`src/rtl/pe_dot_seq.sv`:
```
// Sequencer that streams FP32 element pairs through an external multiply-add PE and returns the dot product.
// Optional build macro PE_DOT_SEQ_BIAS_EN adds bias_bits_i as the starting accumulator value.
module pe_dot_seq #(
    parameter int unsigned CNT_W = 16
) (
    input  logic             clk,
    input  logic             rst,
    input  logic             in_valid_i,
    output logic             in_ready_o,
    input  logic [31:0]      in_a_i,
    input  logic [31:0]      in_b_i,
    input  logic             in_last_i,
`ifdef PE_DOT_SEQ_BIAS_EN
    input  logic [31:0]      bias_bits_i,
`endif
    output logic             pe_in_valid_o,
    output logic [31:0]      pe_a_bits_o,
    output logic [31:0]      pe_b_bits_o,
    output logic [31:0]      pe_psum_in_o,
    input  logic             pe_out_valid_i,
    input  logic [31:0]      pe_psum_out_i,
    output logic             res_valid_o,
    input  logic             res_ready_i,
    output logic [31:0]      res_bits_o,
    output logic [CNT_W-1:0] res_count_o,
    output logic             err_unexp_o
);

    typedef enum logic [1:0] {StAccept, StIssue, StWaitPe, StDone} state_e;

    state_e            state_q, state_d;
    logic [31:0]       a_q, a_d;
    logic [31:0]       b_q, b_d;
    logic              last_q, last_d;
    logic [31:0]       acc_q, acc_d;
    logic [CNT_W-1:0]  cnt_q, cnt_d;
    logic              err_q, err_d;
    logic [31:0]       init_acc;

`ifdef PE_DOT_SEQ_BIAS_EN
    assign init_acc = bias_bits_i;
`else
    assign init_acc = 32'h0000_0000;
`endif

    always_comb begin
        state_d = state_q;
        a_d     = a_q;
        b_d     = b_q;
        last_d  = last_q;
        acc_d   = acc_q;
        cnt_d   = cnt_q;
        // A PE result outside WAIT_PE is flagged and otherwise dropped.
        err_d   = err_q | (pe_out_valid_i && (state_q != StWaitPe));
        unique case (state_q)
            StAccept: begin
                if (in_valid_i) begin
                    a_d    = in_a_i;
                    b_d    = in_b_i;
                    last_d = in_last_i;
                    cnt_d  = (cnt_q == {CNT_W{1'b1}}) ? cnt_q : cnt_q + CNT_W'(1);
                    if (cnt_q == '0) begin
                        acc_d = init_acc;
                    end
                    state_d = StIssue;
                end
            end
            StIssue: begin
                state_d = StWaitPe;
            end
            StWaitPe: begin
                if (pe_out_valid_i) begin
                    acc_d   = pe_psum_out_i;
                    state_d = last_q ? StDone : StAccept;
                end
            end
            StDone: begin
                if (res_ready_i) begin
                    acc_d   = 32'h0000_0000;
                    cnt_d   = '0;
                    state_d = StAccept;
                end
            end
            default: begin
                state_d = StAccept;
            end
        endcase
    end

    always_ff @(posedge clk) begin
        if (rst) begin
            state_q <= StAccept;
            a_q     <= 32'h0;
            b_q     <= 32'h0;
            last_q  <= 1'b0;
            acc_q   <= 32'h0;
            cnt_q   <= '0;
            err_q   <= 1'b0;
        end else begin
            state_q <= state_d;
            a_q     <= a_d;
            b_q     <= b_d;
            last_q  <= last_d;
            acc_q   <= acc_d;
            cnt_q   <= cnt_d;
            err_q   <= err_d;
        end
    end

    // Held low while rst is asserted so every output reads 0 during reset.
    assign in_ready_o    = (state_q == StAccept) && !rst;
    assign pe_in_valid_o = (state_q == StIssue);
    assign pe_a_bits_o   = a_q;
    assign pe_b_bits_o   = b_q;
    assign pe_psum_in_o  = acc_q;
    assign res_valid_o   = (state_q == StDone);
    assign res_bits_o    = acc_q;
    assign res_count_o   = cnt_q;
    assign err_unexp_o   = err_q;

endmodule

```
`config.mk`:
```
export PLATFORM = sky130hd
export DESIGN_NAME = pe_dot_seq
export DESIGN_NICKNAME = d
export VERILOG_FILES = /design/src/rtl/pe_dot_seq.sv
export SDC_FILE = /design/constraint.sdc
export NUM_CORES = 1
export LEC_CHECK = 0
export ABC_AREA = 1
export CORE_ASPECT_RATIO = 2
export CORE_MARGIN = 3
export CORE_UTILIZATION = 35
export CTS_BUF_LIST = sky130_fd_sc_hd__clkbuf_4
export DETAILED_ROUTE_END_ITERATION = 10
export PLACE_DENSITY = 0.78
export RECOVER_POWER = 25
export SKIP_LAST_GASP = 1
export SYNTH_ARGS = -nofsm -noshare
export SYNTH_HDL_FRONTEND = slang
export SYNTH_SLANG_ARGS = --single-unit
```
`constraint.sdc`:
```
create_clock -name clk -period 2.16 [get_ports clk]
set_input_delay 0.432 -clock clk [delete_from_list [all_inputs] [get_ports clk]]
set_output_delay 0.432 -clock clk [all_outputs]
set_load 0.1 [all_outputs]
```
Yosys cells after proc, flatten, opt, wreduce, memory -nomap -nowiden
Cells that the tools add are included.
{"block": "word_totals", "register_bits": 116, "latchBits": 0, "mem_bits_rw": 0, "romBits": 0, "inputBits": 102, "out_inout_bits": 148, "memories": 0}
{"block": "classes", "n_addsub": 1, "n_mul": 0, "div": 0, "magnitude_cmp": 0, "eq_ne": 10, "n_shift": 0, "n_mux": 14, "n_bitwise": 1, "n_reduce_logical": 11}
{"op": "32-bit two-way mux", "count": 4}
{"op": "32-bit case mux with 3 select lines", "count": 1}
{"op": "16-bit two-way mux", "count": 3}
{"op": "16-bit case mux with 2 select lines", "count": 1}
{"op": "16-bit by 1-bit adder with 16-bit output (second input constant)", "count": 1}
{"op": "16-bit == test (second input constant)", "count": 1}
{"op": "16-bit logical NOT", "count": 1}
{"op": "2-bit inequality test (second input constant)", "count": 5}
{"op": "2-bit two-way mux", "count": 4}
{"op": "2-bit case mux with 4 select lines", "count": 1}
{"op": "5-bit AND reduction", "count": 1}
{"op": "2-bit == test (second input constant)", "count": 2}
{"op": "4-bit AND reduction", "count": 1}
{"op": "3-bit AND reduction", "count": 1}
{"op": "3-bit nonzero test", "count": 1}
{"op": "2-bit by 1-bit == test with 1-bit output (second input constant)", "count": 1}
{"op": "1-bit logical AND", "count": 2}
{"op": "2-bit logical NOT", "count": 1}
{"op": "2-bit by 1-bit inequality test with 1-bit output (second input constant)", "count": 1}
{"op": "2-bit AND reduction", "count": 1}
{"op": "2-bit nonzero test", "count": 1}
{"op": "1-bit logical NOT", "count": 1}
{"op": "1-bit bitwise OR", "count": 1}

Longest topological paths before layout
{"block": "depth", "word_depth": 4, "depth_mapped": 11, "depth_no_buf": 10}

Worst setup path after synthesis
No wires, ideal clock.
{"block": "synth_path", "kind": "register to register", "startpoint": "register state_q[0]", "endpoint": "register acc_q[22], in the netlist pe_psum_in_o[22]", "setup_time_ps": 119, "arrival_time_ps": 2440, "required_time_ps": 2041, "setup_slack_ps": -399, "path_stages_with_launch": 8, "n_path_buf": 2, "period_less_slack_ps": 2559, "cell_sequence": "dfxtp_1 -> inv_1 -> nor2_1 -> nor3_2 -> buf_4 -> buf_2 -> a21oi_1 -> nor2_1"}
{"block": "synth_between", "elab_chain_cells": 3, "word_cells_on_any_way": 10, "classes_between": "6 x eq/ne; 1 x mux; 3 x reduce/logical"}
{"element": "from (decl)", "line": "31", "text": "state_e state_q, state_d;"}
{"element": "from (signal assigned)", "line": "92", "text": "state_q <= StAccept;"}
{"element": "from (signal assigned)", "line": "100", "text": "state_q <= state_d;"}
{"element": "2-bit == test or 2-bit logical NOT (tied branches)", "line": "55", "text": "unique case (state_q)"}
{"element": "2-bit by 1-bit inequality test with 1-bit output (no line) (tied with other cells)"}
{"element": "5-bit AND reduction (no line)"}
{"element": "to (signal assigned)", "line": "96", "text": "acc_q <= 32'h0;"}
{"element": "to (signal assigned)", "line": "104", "text": "acc_q <= acc_d;"}
{"element": "to (decl)", "line": "35", "text": "logic [31:0] acc_q, acc_d;"}
Parallel ways exist; a longest one is shown, timed or not.
A chain may end at the register's enable or synchronous reset.

Final worst setup path
{"block": "layout_path", "startpoint": "register state_q[1]", "endpoint": "output port res_valid_o"}
{"block": "layout_between", "elab_chain_cells": 1}
{"element": "2-bit == test", "line": "116", "text": "assign res_valid_o = (state_q == StDone);"}
{"element": "to (decl)", "line": "22", "text": "output logic res_valid_o,"}
Every way passes these cells.

==> impl_metrics.toml <==
[route]
vias_per_cell = 4.72
drt-initial-drc-count = 207
dr_total_vias = 5528
first_pass_iters = 5
avgRoutedWirePerCell_microns = 14.0
drtAntennaViolNets = 0
drt-total-wl_mm = 16.4
drcViolationCount = 0

[floorplan]
die-area_sq_um = 16500
row_count = 62
start_util = 0.360
die_w_microns = 92.3
ioPinCount = 250
die_y_microns = 179
coreArea_sq_um = 14500

[synth]
synth-seq-area-share = 0.445
async_flop_share = 0
netlist_instances = 759
yosysTopAreaCell = "dfxtp_1"
synth.distinct_cells = 25
ys_warn_count = 0
synth_top_area_frac = 0.445
synth_edf_count = 0
synth_area_leaders = "dfxtp_1, nor2_1, nand2_1"
ys_ff_latch = 116
syn-num-nets = 863
syn_avg_cell_area_sq_um = 6.87
synthFlopType = "dfxtp_1"
synth_area_sq_um = 5220

[global_route]
grt_max_degree = 66
grt_util_all_layers = 0.195
grt_pass1_wl_mm = 25.7
grt_remaining_overflow = 0
antenna_found_initial = 1
grt_pass1_vias = 5211

[clocking]
cts_resized = 0
cts-root-buf = "clkbuf_4"
clk_pin_slew_ns = 0.12
cts_buffers = 17
cts_buffer_depth = 2
ctsHoldBuffers = 0
clock_sinks = 116
cts_setup_buffers = 0
htreeDepth = 4
clk_latency_ns = 0.51
cts_tree = "done"

[sta]
fin_tns_setup_ns = 0
worstMarginPinSlew_ns = 0.670
hold_viol = 0
skew_ns = 0.0171
finalCritPeriodShare = 0.942
max_freq_mhz = 492
relSlewSlack = 0.553
report.final.slew_viol_count = 0
period_needed_ns = 2.03
grt_setup_unrepaired = "false"
setup_viol = 0

[power_and_ir_drop]
p_leak_nw = 3.49
pwr-share-seq = 0.222
netSwitchingFraction = 0.605
power_mw = 13.9
p_sw_mw = 8.42
clockPowerShare = 0.124
intPower_mw = 5.50
p_comb_frac = 0.654
powerDensity_nw_per_um2 = 1820
ir_worst_vdd_v = 0.000822

[place]
place_hpwl_mm = 11.8
routabilityCongestion = 0.896
port_buffers = 249

[critical_path]
critPathArrivalTime_ns = 1.60
critPathLaunchType = "register"
critPathKind = "register to output pin"
crit_fanout = 7
crit_path_end_kind = "output pin"
worstPathRequired_ns = 1.73

[finish]
syn_to_final_growth_pct = 46.7
layout_common_cells = "nor2_1, buf_4, nand2_1, dfxtp_1, clkdlybuf4s50_1"
drive_gt1_frac = 0.228
mostFrequentLayoutCell = "nor2_1"
fin_nets = 1069

[hold_path]
hold_class = "primary input to register"

[job]
maxCapViolCount = 0

[run_status]
status = "finished, final reports clean"
## logic make-up (layout without fill, tap and decap cells)
group | after synthesis | after routing | share of synthesized area
flops | 116 | 116 | 0.445
buf+inv | 109 | 328 | 0.112
other cells | 0 | 1 | 0
compound gates | 112 | 112 | 0.113
fa+ha+maj | 2 | 2 | 0.00480
simple gates | 420 | 420 | 0.326
## state kept, by name, indices dropped and copies added (netlist names)
signal	cells
err_unexp_o	1
pe_a_bits_o	32
state_q	2
res_count_o	16
pe_b_bits_o	32
last_q	1
pe_psum_in_o	32
## synthesized netlist by cell type (5+ instances only)
library cell and n:
nor2_1 214, nand2_1 128, dfxtp_1 116, o21ai_0 63, nand3_1 60, a21oi_1 35
buf_4 33, inv_1 26, clkbuf_1 19, buf_2 15, buf_1 7, nand4_1 7
a21oi_2 6, o21ai_1 6, inv_2 5
## stage by stage
| step | hold WS, ns | cell area (sq um) | util | instances | worst slack, ns |
|---|---|---|---|---|---|
| finish | 0.488 | 7650 | 0.528 | 1171 | 0.126 |
| global route | 0.421 | 7650 | 0.528 | 1171 | 0.0442 |
| CTS | 0.420 | 7680 | 0.530 | 1170 | 0.0834 |
| detailed placement | 0.471 | 7370 | 0.508 | 1138 | 0.197 |
| global placement | 0.457 | 7370 | 0.508 | 1138 | 0.253 |
| floorplan | 0.459 | 5230 | - | 759 | 0.00466 |
## final timing paths
path | endpoint | from | cells after the start | slack (ns)
worst min register to register | err_unexp_o | err_unexp_o | 2 | 0.49
worst min-delay path | pe_a_bits_o[25] | in_a_i[25] | 3 | 0.49
worst max register to register | pe_a_bits_o[17] | state_q[1] | 6 | 0.25
worst max-delay path | res_valid_o | state_q[1] | 3 | 0.13
## power by group through the flow
stage,registers (mW),clock network (mW),logic (mW)
2_1_floorplan,6.71,0,3.86
3_3_place_gp,3.12,0,9.10
3_5_place_dp,3.13,0,9.20
4_1_cts,3.10,1.79,9.20
5_1_grt,3.16,1.89,9.63
6_report,3.09,1.73,9.10
## worst max-delay path, stage by stage, from the launching register on
cell and delay [ns]:
dfxtp_1 0.43, nand2_1 0.14, inv_1 0.30, buf_12 0.23
## area by class of cell
type | instances | area [sq um]
Fill cell | 1410 | 6850
Timing Repair Buffer | 265 | 2330
Sequential cell | 116 | 2330
Multi-Input combinational cell | 534 | 2320
Tap cell | 192 | 240
Clock inverter | 15 | 181
Clock buffer | 17 | 128
Inverter | 31 | 116
Antenna cell | 1 | 2.50
## metal layers
layer,GRT usage,part of all wire,routed length [microns]
met2,0.347,0.54,8830
met1,0.215,0.38,6220
met4,0.0937,0.030,494
met5,0,0,0
met3,0.0473,0.054,892
Power figures use the tool's default switching activity.
